`src/rtl/vec_cache_writer.sv`:
```
// vec_cache_writer: packs a valid/ready stream of DATA_W-bit float words into
// WIDTH-lane vectors and drives the VecCache write port.
// Ports:
//   clock, reset                  rising-edge clock, async active-high reset
//   cmd_valid/cmd_ready           command handshake
//   cmd_addr, cmd_count           first cache row, number of rows (0..DEPTH)
//   cmd_scalar                    1 = per-lane writes, 0 = whole-vector writes
//   elem_valid/elem_ready         element stream handshake, elem_data payload
//   write_op/write_addr/
//   write_param/vec_data          registered cache write port
//   done                          one-cycle pulse when a command completes

package vec_cache_writer_pkg;
  typedef enum logic [1:0] {
    VEC_DATA_WRITE_DISABLE = 2'd0,
    VEC_DATA_WRITE_VEC     = 2'd1,
    VEC_DATA_WRITE_SCALAR  = 2'd2
  } VecDataWriteOp_t;
endpackage

module vec_cache_writer
  import vec_cache_writer_pkg::*;
#(
  parameter int unsigned WIDTH  = 4,
  parameter int unsigned DEPTH  = 4,
  parameter int unsigned DATA_W = 32
) (
  input  logic                         clock,
  input  logic                         reset,
  input  logic                         cmd_valid,
  output logic                         cmd_ready,
  input  logic [$clog2(DEPTH)-1:0]     cmd_addr,
  input  logic [$clog2(DEPTH):0]       cmd_count,
  input  logic                         cmd_scalar,
  input  logic                         elem_valid,
  output logic                         elem_ready,
  input  logic [DATA_W-1:0]            elem_data,
  output VecDataWriteOp_t              write_op,
  output logic [$clog2(DEPTH)-1:0]     write_addr,
  output logic [$clog2(WIDTH)-1:0]     write_param,
  output logic [WIDTH-1:0][DATA_W-1:0] vec_data,
  output logic                         done
);

  localparam int unsigned AW = $clog2(DEPTH);
  localparam int unsigned LW = $clog2(WIDTH);

  typedef enum logic [1:0] {
    S_IDLE   = 2'd0,
    S_FILL   = 2'd1,
    S_COMMIT = 2'd2
  } state_t;

  state_t                       r_state;
  logic [LW-1:0]                r_lane;
  logic [AW-1:0]                r_row;
  logic [AW:0]                  r_remaining;
  logic                         r_scalar;
  logic [WIDTH-1:0][DATA_W-1:0] r_buf;

  VecDataWriteOp_t              r_write_op;
  logic [AW-1:0]                r_write_addr;
  logic [LW-1:0]                r_write_param;
  logic [WIDTH-1:0][DATA_W-1:0] r_vec_data;
  logic                         r_done;

  logic                         w_cmd_fire;
  logic                         w_elem_fire;
  logic                         w_last_lane;
  logic                         w_last_row;
  logic [WIDTH-1:0][DATA_W-1:0] w_commit_vec;

  // Readies depend on state only; the done cycle is blocked so a new command
  // lands no earlier than the cycle after done.
  assign cmd_ready   = (r_state == S_IDLE) && !r_done && !reset;
  assign elem_ready  = (r_state == S_FILL) && !reset;

  assign w_cmd_fire  = cmd_valid && cmd_ready;
  assign w_elem_fire = elem_valid && elem_ready;
  assign w_last_lane = (r_lane == LW'(WIDTH - 1));
  assign w_last_row  = (r_remaining == (AW + 1)'(1));

  // Buffer with the final lane merged in, so the vector commits on the same
  // edge that accepts its last element.
  always_comb begin
    w_commit_vec            = r_buf;
    w_commit_vec[WIDTH - 1] = elem_data;
  end

  // Control FSM and registered cache write port.
  always_ff @(posedge clock or posedge reset) begin
    if (reset) begin
      r_state       <= S_IDLE;
      r_lane        <= '0;
      r_row         <= '0;
      r_remaining   <= '0;
      r_scalar      <= 1'b0;
      r_buf         <= '0;
      r_write_op    <= VEC_DATA_WRITE_DISABLE;
      r_write_addr  <= '0;
      r_write_param <= '0;
      r_vec_data    <= '0;
      r_done        <= 1'b0;
    end else begin
      r_write_op <= VEC_DATA_WRITE_DISABLE;
      r_done     <= 1'b0;
      case (r_state)
        S_IDLE: begin
          if (w_cmd_fire) begin
            r_row       <= cmd_addr;
            r_remaining <= cmd_count;
            r_scalar    <= cmd_scalar;
            r_lane      <= '0;
            if (cmd_count == '0) begin
              r_done <= 1'b1;
            end else begin
              r_state <= S_FILL;
            end
          end
        end
        S_FILL: begin
          if (w_elem_fire) begin
            r_lane <= r_lane + LW'(1);
            if (r_scalar) begin
              r_write_op    <= VEC_DATA_WRITE_SCALAR;
              r_write_addr  <= r_row;
              r_write_param <= r_lane;
              r_vec_data[0] <= elem_data;
              if (w_last_lane) begin
                r_row       <= r_row + AW'(1);
                r_remaining <= r_remaining - (AW + 1)'(1);
                if (w_last_row) begin
                  r_done  <= 1'b1;
                  r_state <= S_IDLE;
                end
              end
            end else begin
              r_buf[r_lane] <= elem_data;
              if (w_last_lane) begin
                r_write_op   <= VEC_DATA_WRITE_VEC;
                r_write_addr <= r_row;
                r_vec_data   <= w_commit_vec;
                r_done       <= w_last_row;
                r_state      <= S_COMMIT;
              end
            end
          end
        end
        S_COMMIT: begin
          // Write is on the port this cycle; advance bookkeeping for the next row.
          r_row       <= r_row + AW'(1);
          r_remaining <= r_remaining - (AW + 1)'(1);
          r_state     <= w_last_row ? S_IDLE : S_FILL;
        end
        default: r_state <= S_IDLE;
      endcase
    end
  end

  assign write_op    = r_write_op;
  assign write_addr  = r_write_addr;
  assign write_param = r_write_param;
  assign vec_data    = r_vec_data;
  assign done        = r_done;

endmodule

```
`config.mk`:
```
export PLATFORM = sky130hd
export DESIGN_NAME = vec_cache_writer
export DESIGN_NICKNAME = d
export VERILOG_FILES = /design/src/rtl/vec_cache_writer.sv
export SDC_FILE = /design/constraint.sdc
export NUM_CORES = 1
export LEC_CHECK = 0
export ABC_CLOCK_PERIOD_IN_PS = 13400
export BUFFER_PORTS_ARGS = -buffer_cell sky130_fd_sc_hd__buf_2
export CAP_MARGIN = 20
export CORE_UTILIZATION = 60
export DETAILED_ROUTE_END_ITERATION = 10
export PLACE_DENSITY_LB_ADDON = 0.2
export SETUP_SLACK_MARGIN = 0.15
export SLEW_MARGIN = 30
export SYNTH_ARGS = -nofsm -noshare
export SYNTH_HDL_FRONTEND = slang
export SYNTH_SLANG_ARGS = --single-unit
```
`constraint.sdc`:
```
create_clock -name clock -period 13.4 [get_ports clock]
set_input_delay 0.67 -clock clock [delete_from_list [all_inputs] [get_ports clock]]
set_output_delay 0.67 -clock clock [all_outputs]
set_load 0.01 [all_outputs]
```
**Word level (Yosys, flattened, before mapping)**

Cells that the tools add are included.

- Flip-flop bits (word level): 273
- Word-level logic and storage cells: 95

- Magnitude comparators: 2
- Mux-type cells: 41
- Add/sub/neg operators: 3
- Reductions and logical operators: 21
- Eq/ne operators: 10
- Bitwise logic cells: 1

Operators with widths:

| cell | number |
|---|---|
| $bwmux 128 | 1 |
| $mux 32 | 3 |
| $demux 32 s2 | 1 |
| $mux 2 | 18 |
| $mux 3 | 4 |
| $pmux 2 s3 | 2 |
| $reduce_and 3->1 | 4 |
| $ne 2x2->1 const B | 5 |
| $reduce_and 5->1 | 2 |
| $mux 1 | 9 |
| $pmux 3 s3 | 1 |
| $logic_and 1x1->1 | 6 |
| $add 2x1->2 const B | 2 |
| $eq 2x2->1 const B | 2 |
| $pmux 2 s2 | 1 |
| $reduce_and 4->1 | 1 |
| $reduce_bool 2->1 | 2 |
| $eq 3x1->1 const B | 1 |
| $logic_not 3->1 | 1 |
| $lt 2x3->1 const B | 1 |
| $ne 3x3->1 const B | 1 |
| $reduce_bool 3->1 | 1 |
| $sub 3x1->3 const B | 1 |
| $eq 2x1->1 const B | 1 |
| other kinds (6) | 7 |

**Depth between registers and ports, before layout**

- Depth in word-level cells: 6
- Mapped depth: 8
- Depth with buffers taken out: 6

**Least setup slack after synthesis**

OpenSTA, ideal clock, no wires.

- Path kind: in2reg
- From: in reset
- To: reg r_write_param[0], in the netlist write_param[0]
- Path buffers: 0
- Data arrival time: 6854 ps
- Cell stages on the path: 3
- Setup slack: 6430 ps
- Cells stage by stage: inv_1 nand4_1 o21ai_0

- Word-level cells in the longest chain between the ends: 4

Ends and longest elaborated chain:

| element | RTL line | text |
|---|---|---|
| start, declared | 29 | `input logic reset,` |
| $logic_not 1->1 (no line) | - |  |
| $logic_and 1x1->1 | 76 | `assign elem_ready = (r_state == S_FILL) && !reset;` |
| $logic_and 1x1->1 | 79 | `assign w_elem_fire = elem_valid && elem_ready;` |
| $reduce_and 3->1 (no line) | - |  |
| end signal, assigned | 127 | `r_write_param <= r_lane;` |
| end, declared | 63 | `logic [LW-1:0] r_write_param;` |

No other way between the ends.
A chain may end at the register's enable or synchronous reset.

**Worst setup path in the final report**

- From: reg r_state[1]
- To: reg r_vec_data (netlist bit vec_data[71])

- Word-level cells in the longest chain between the ends: 4

Ends and longest elaborated chain:

| element | RTL line | text |
|---|---|---|
| start, declared | 54 | `state_t r_state;` |
| start signal, assigned | 153 | `r_state <= w_last_row ? S_IDLE : S_FILL;` |
| $eq 2x1->1 * | 76, 107 |  |
| $logic_and 1x1->1 | 76 |  |
| $logic_and 1x1->1 | 79 |  |
| $reduce_and 4->1 (no line) * | - |  |
| end signal, assigned | 142 | `r_vec_data <= w_commit_vec;` |
| end, declared | 64 | `logic [WIDTH-1:0][DATA_W-1:0] r_vec_data;` |

Mark *: on every way between the ends. The rest lies on a longest branch, timed or not.

==> flow_summary.toml <==
[status]
outcome = "completed"

[route]
wirelength_um = 19700
drc = 0
wl_per_cell_um = 18.5
num_vias = 5850
drt.antenna.violating_nets = 0
drt_iter0_drc = 359
first_pass_iters = 7
vias_per_cell = 5.51

[clock_tree]
cts.sink_count = 241
path_clk_slew_ns = 0.06
cts_tree = "yes"
cts_root_buffer = "clkbuf_16"
clk_latency_ns = 0.50
clock_path_buffers = 3
cts_buffers = 24
ctsHoldBuffers = 0
cts_resized = 0
htreeDepth = 1
post-cts-setup-buffer-count = 0

[worst_setup_path]
critPathLaunch = "r_state[1]"
reg2regPathDepth = 7
setup.worst_path.class = "flip-flop to flip-flop"
crit_fanout = 52
cp.required_ns = 13.77
r2r_start = "r_state[1]"
endpoint_kind = "flip-flop"
cp-start-kind = "flip-flop"
arrival_ns = 3.46

[finish]
final_cells = 1062
antenna_cells = 0
fillers = 1017
final_common_cell = "dfrtp_1"
largest_register_ffs = 128
drive_gt1_share_pct = 46.8
area_growth_pct = 19.3
final_cell_area_mm2 = 0.0115
final_nets = 887
most-common-layout-cells = "dfrtp_1, buf_2, mux2_2, o21ai_0, nand2_1"

[grt]
grt_antenna_before_repair = 0
gr-usage-all-layers_pct = 24.6
gr-total-overflow = 0
grt_start_max_net_pins = 88
grt_pass1_vias = 6132
grt_pass1_wl_um = 31500

[hold_path]
hold_path_class = "primary input to async pin"

[pwr]
seqPwrFrac_pct = 47.1
sw_frac_of_total_pct = 29.2
p_switching_w = 0.000673
powerDensity_mw_per_mm2 = 201
ir_drop_mv = 0.133
power_frac_clock_pct = 29.2
internal_power_w = 0.00163
leakage_nw = 6.22
combPwrFrac_pct = 23.7

[sta]
tightest_slew_ns = 0.836
tns_ns = 0
min_period_ns = 3.09
setup_violations = 0
fmax_mhz = 324
clock_skew_ns = 0.00940
maxSlewViolCount = 0
layout_worst_path_cycle_share_pct = 23.1
rsz0062_at_grt = "false"
setup_ws_ns = 10.31
hold_violations = 0
slew-limit-headroom_pct = 44.0

[placement]
pre_cts_slack_ns = 10.45
dpl.hpwl_um = 12700
dp.cells = 1019
post_dp_cell_area_mm2 = 0.0107
portBuffers = 178
gp_congestion = 0.812

[synthesis]
synth_area_per_cell_um2 = 14.7
synth_cell_types = 36
yosysWarnings = 0
ys.flop_type = "dfrtp_1"
ys_top_cells_by_area = "dfrtp_1, mux2_2, mux2i_1"
synth_nets = 710
synth.cell_area_mm2 = 0.00964
synth_cells = 657
synth_edf_count = 0
yosysTopAreaCell = "dfrtp_1"
ys_seq_area_share_pct = 62.6
synth-seq-cells = 241
yosys.area.top_type_share_pct = 62.6
async_flop_share_pct = 100

[die]
die_area_mm2 = 0.0166
core_area_mm2 = 0.0154
ios = 179
row_count = 45
fp.dieH_um = 129
die_w_um = 129
start_util_pct = 62.5

[run]
cap_viol_max_count = 0
cells by family (layout without fill, tap and decap cells):
group,Yosys count,after routing,share of synthesized area [%]
flip-flops,241,241,62.6
multiplexers,229,229,26.3
AO/OA/AOI/OAI,56,56,3.34
buffers and inverters,44,238,2.34
AND/OR/NAND/NOR,76,76,4.01
adder cells (fa/ha/maj),11,11,1.43
power by group through the flow:
stage | clock [W] | sequential [W] | combinational, W
finish | 0.000674 | 0.00109 | 0.000546
CTS | 0.000685 | 0.00109 | 0.000551
global placement | 0 | 0.00107 | 0.000518
detailed placement | 0 | 0.00110 | 0.000546
floorplan | 0 | 0.00107 | 0.000362
global route | 0.000715 | 0.00111 | 0.000601
worst max-delay path, stage by stage (launching register included):
cell     delay (ns)
dfrtp_1        0.41
inv_1          0.12
ha_1           0.50
nand2_1        0.13
nor3_2         0.38
nand2_4        0.45
buf_4          0.52
mux2_1         0.41
through the flow:
stage | util (%) | hold slack (ns) | total power (W)
final | 74.5 | 0.316 | 0.00231
after global routing | 74.5 | 0.385 | 0.00243
after CTS | 74.5 | 0.359 | 0.00232
after detailed placement | 69.3 | 0.466 | 0.00164
after global placement | 69.2 | 0.460 | 0.00159
after floorplan | - | 0.454 | 0.00144
final cells by class:
type                       instances  area (µm²)  share of cell area [%]
timing repair buffer             184         943                    8.20
clock buffer                      34         679                    5.91
clock inverter                     9         123                    1.07
multi-input combinational        372        3410                    29.6
tap                              211         264                    2.30
inverter                          11        48.8                   0.424
sequential                       241        6030                    52.5
final timing paths:
path | to | slack (ns)
min in group clock | r_scalar | 0.42
hold reg to reg | vec_data[12] | 0.47
setup / recovery | vec_data[71] | 10.31
max in group asynchronous | r_buf[2] | 11.90
hold / removal | r_row[0] | 0.32
setup reg to reg | vec_data[71] | 10.31
cell usage after synthesis (4+ instances only):
| library cell | instances |
|---|---|
| a31oi_1 | 4 |
| buf_2 | 17 |
| buf_4 | 4 |
| clkbuf_1 | 5 |
| dfrtp_1 | 241 |
| ha_1 | 11 |
| inv_1 | 11 |
| mux2_1 | 29 |
| mux2_2 | 167 |
| mux2i_1 | 33 |
| nand2_1 | 42 |
| nand2b_1 | 4 |
| nor2_1 | 6 |
| nor2b_1 | 4 |
| o211ai_1 | 4 |
| o21ai_0 | 41 |
per-layer routing:
metal | vias up | wire (µm) | global-route usage (%)
met2 | 167 | 10200 | 43.9
met3 | 33 | 979 | 4.20
met1 | 2977 | 8130 | 31.0
met4 | 0 | 396 | 6.92
li1 | 2673 | - | -
met5 | - | 0 | 0
No activity file was read; power rests on OpenSTA's default activity.
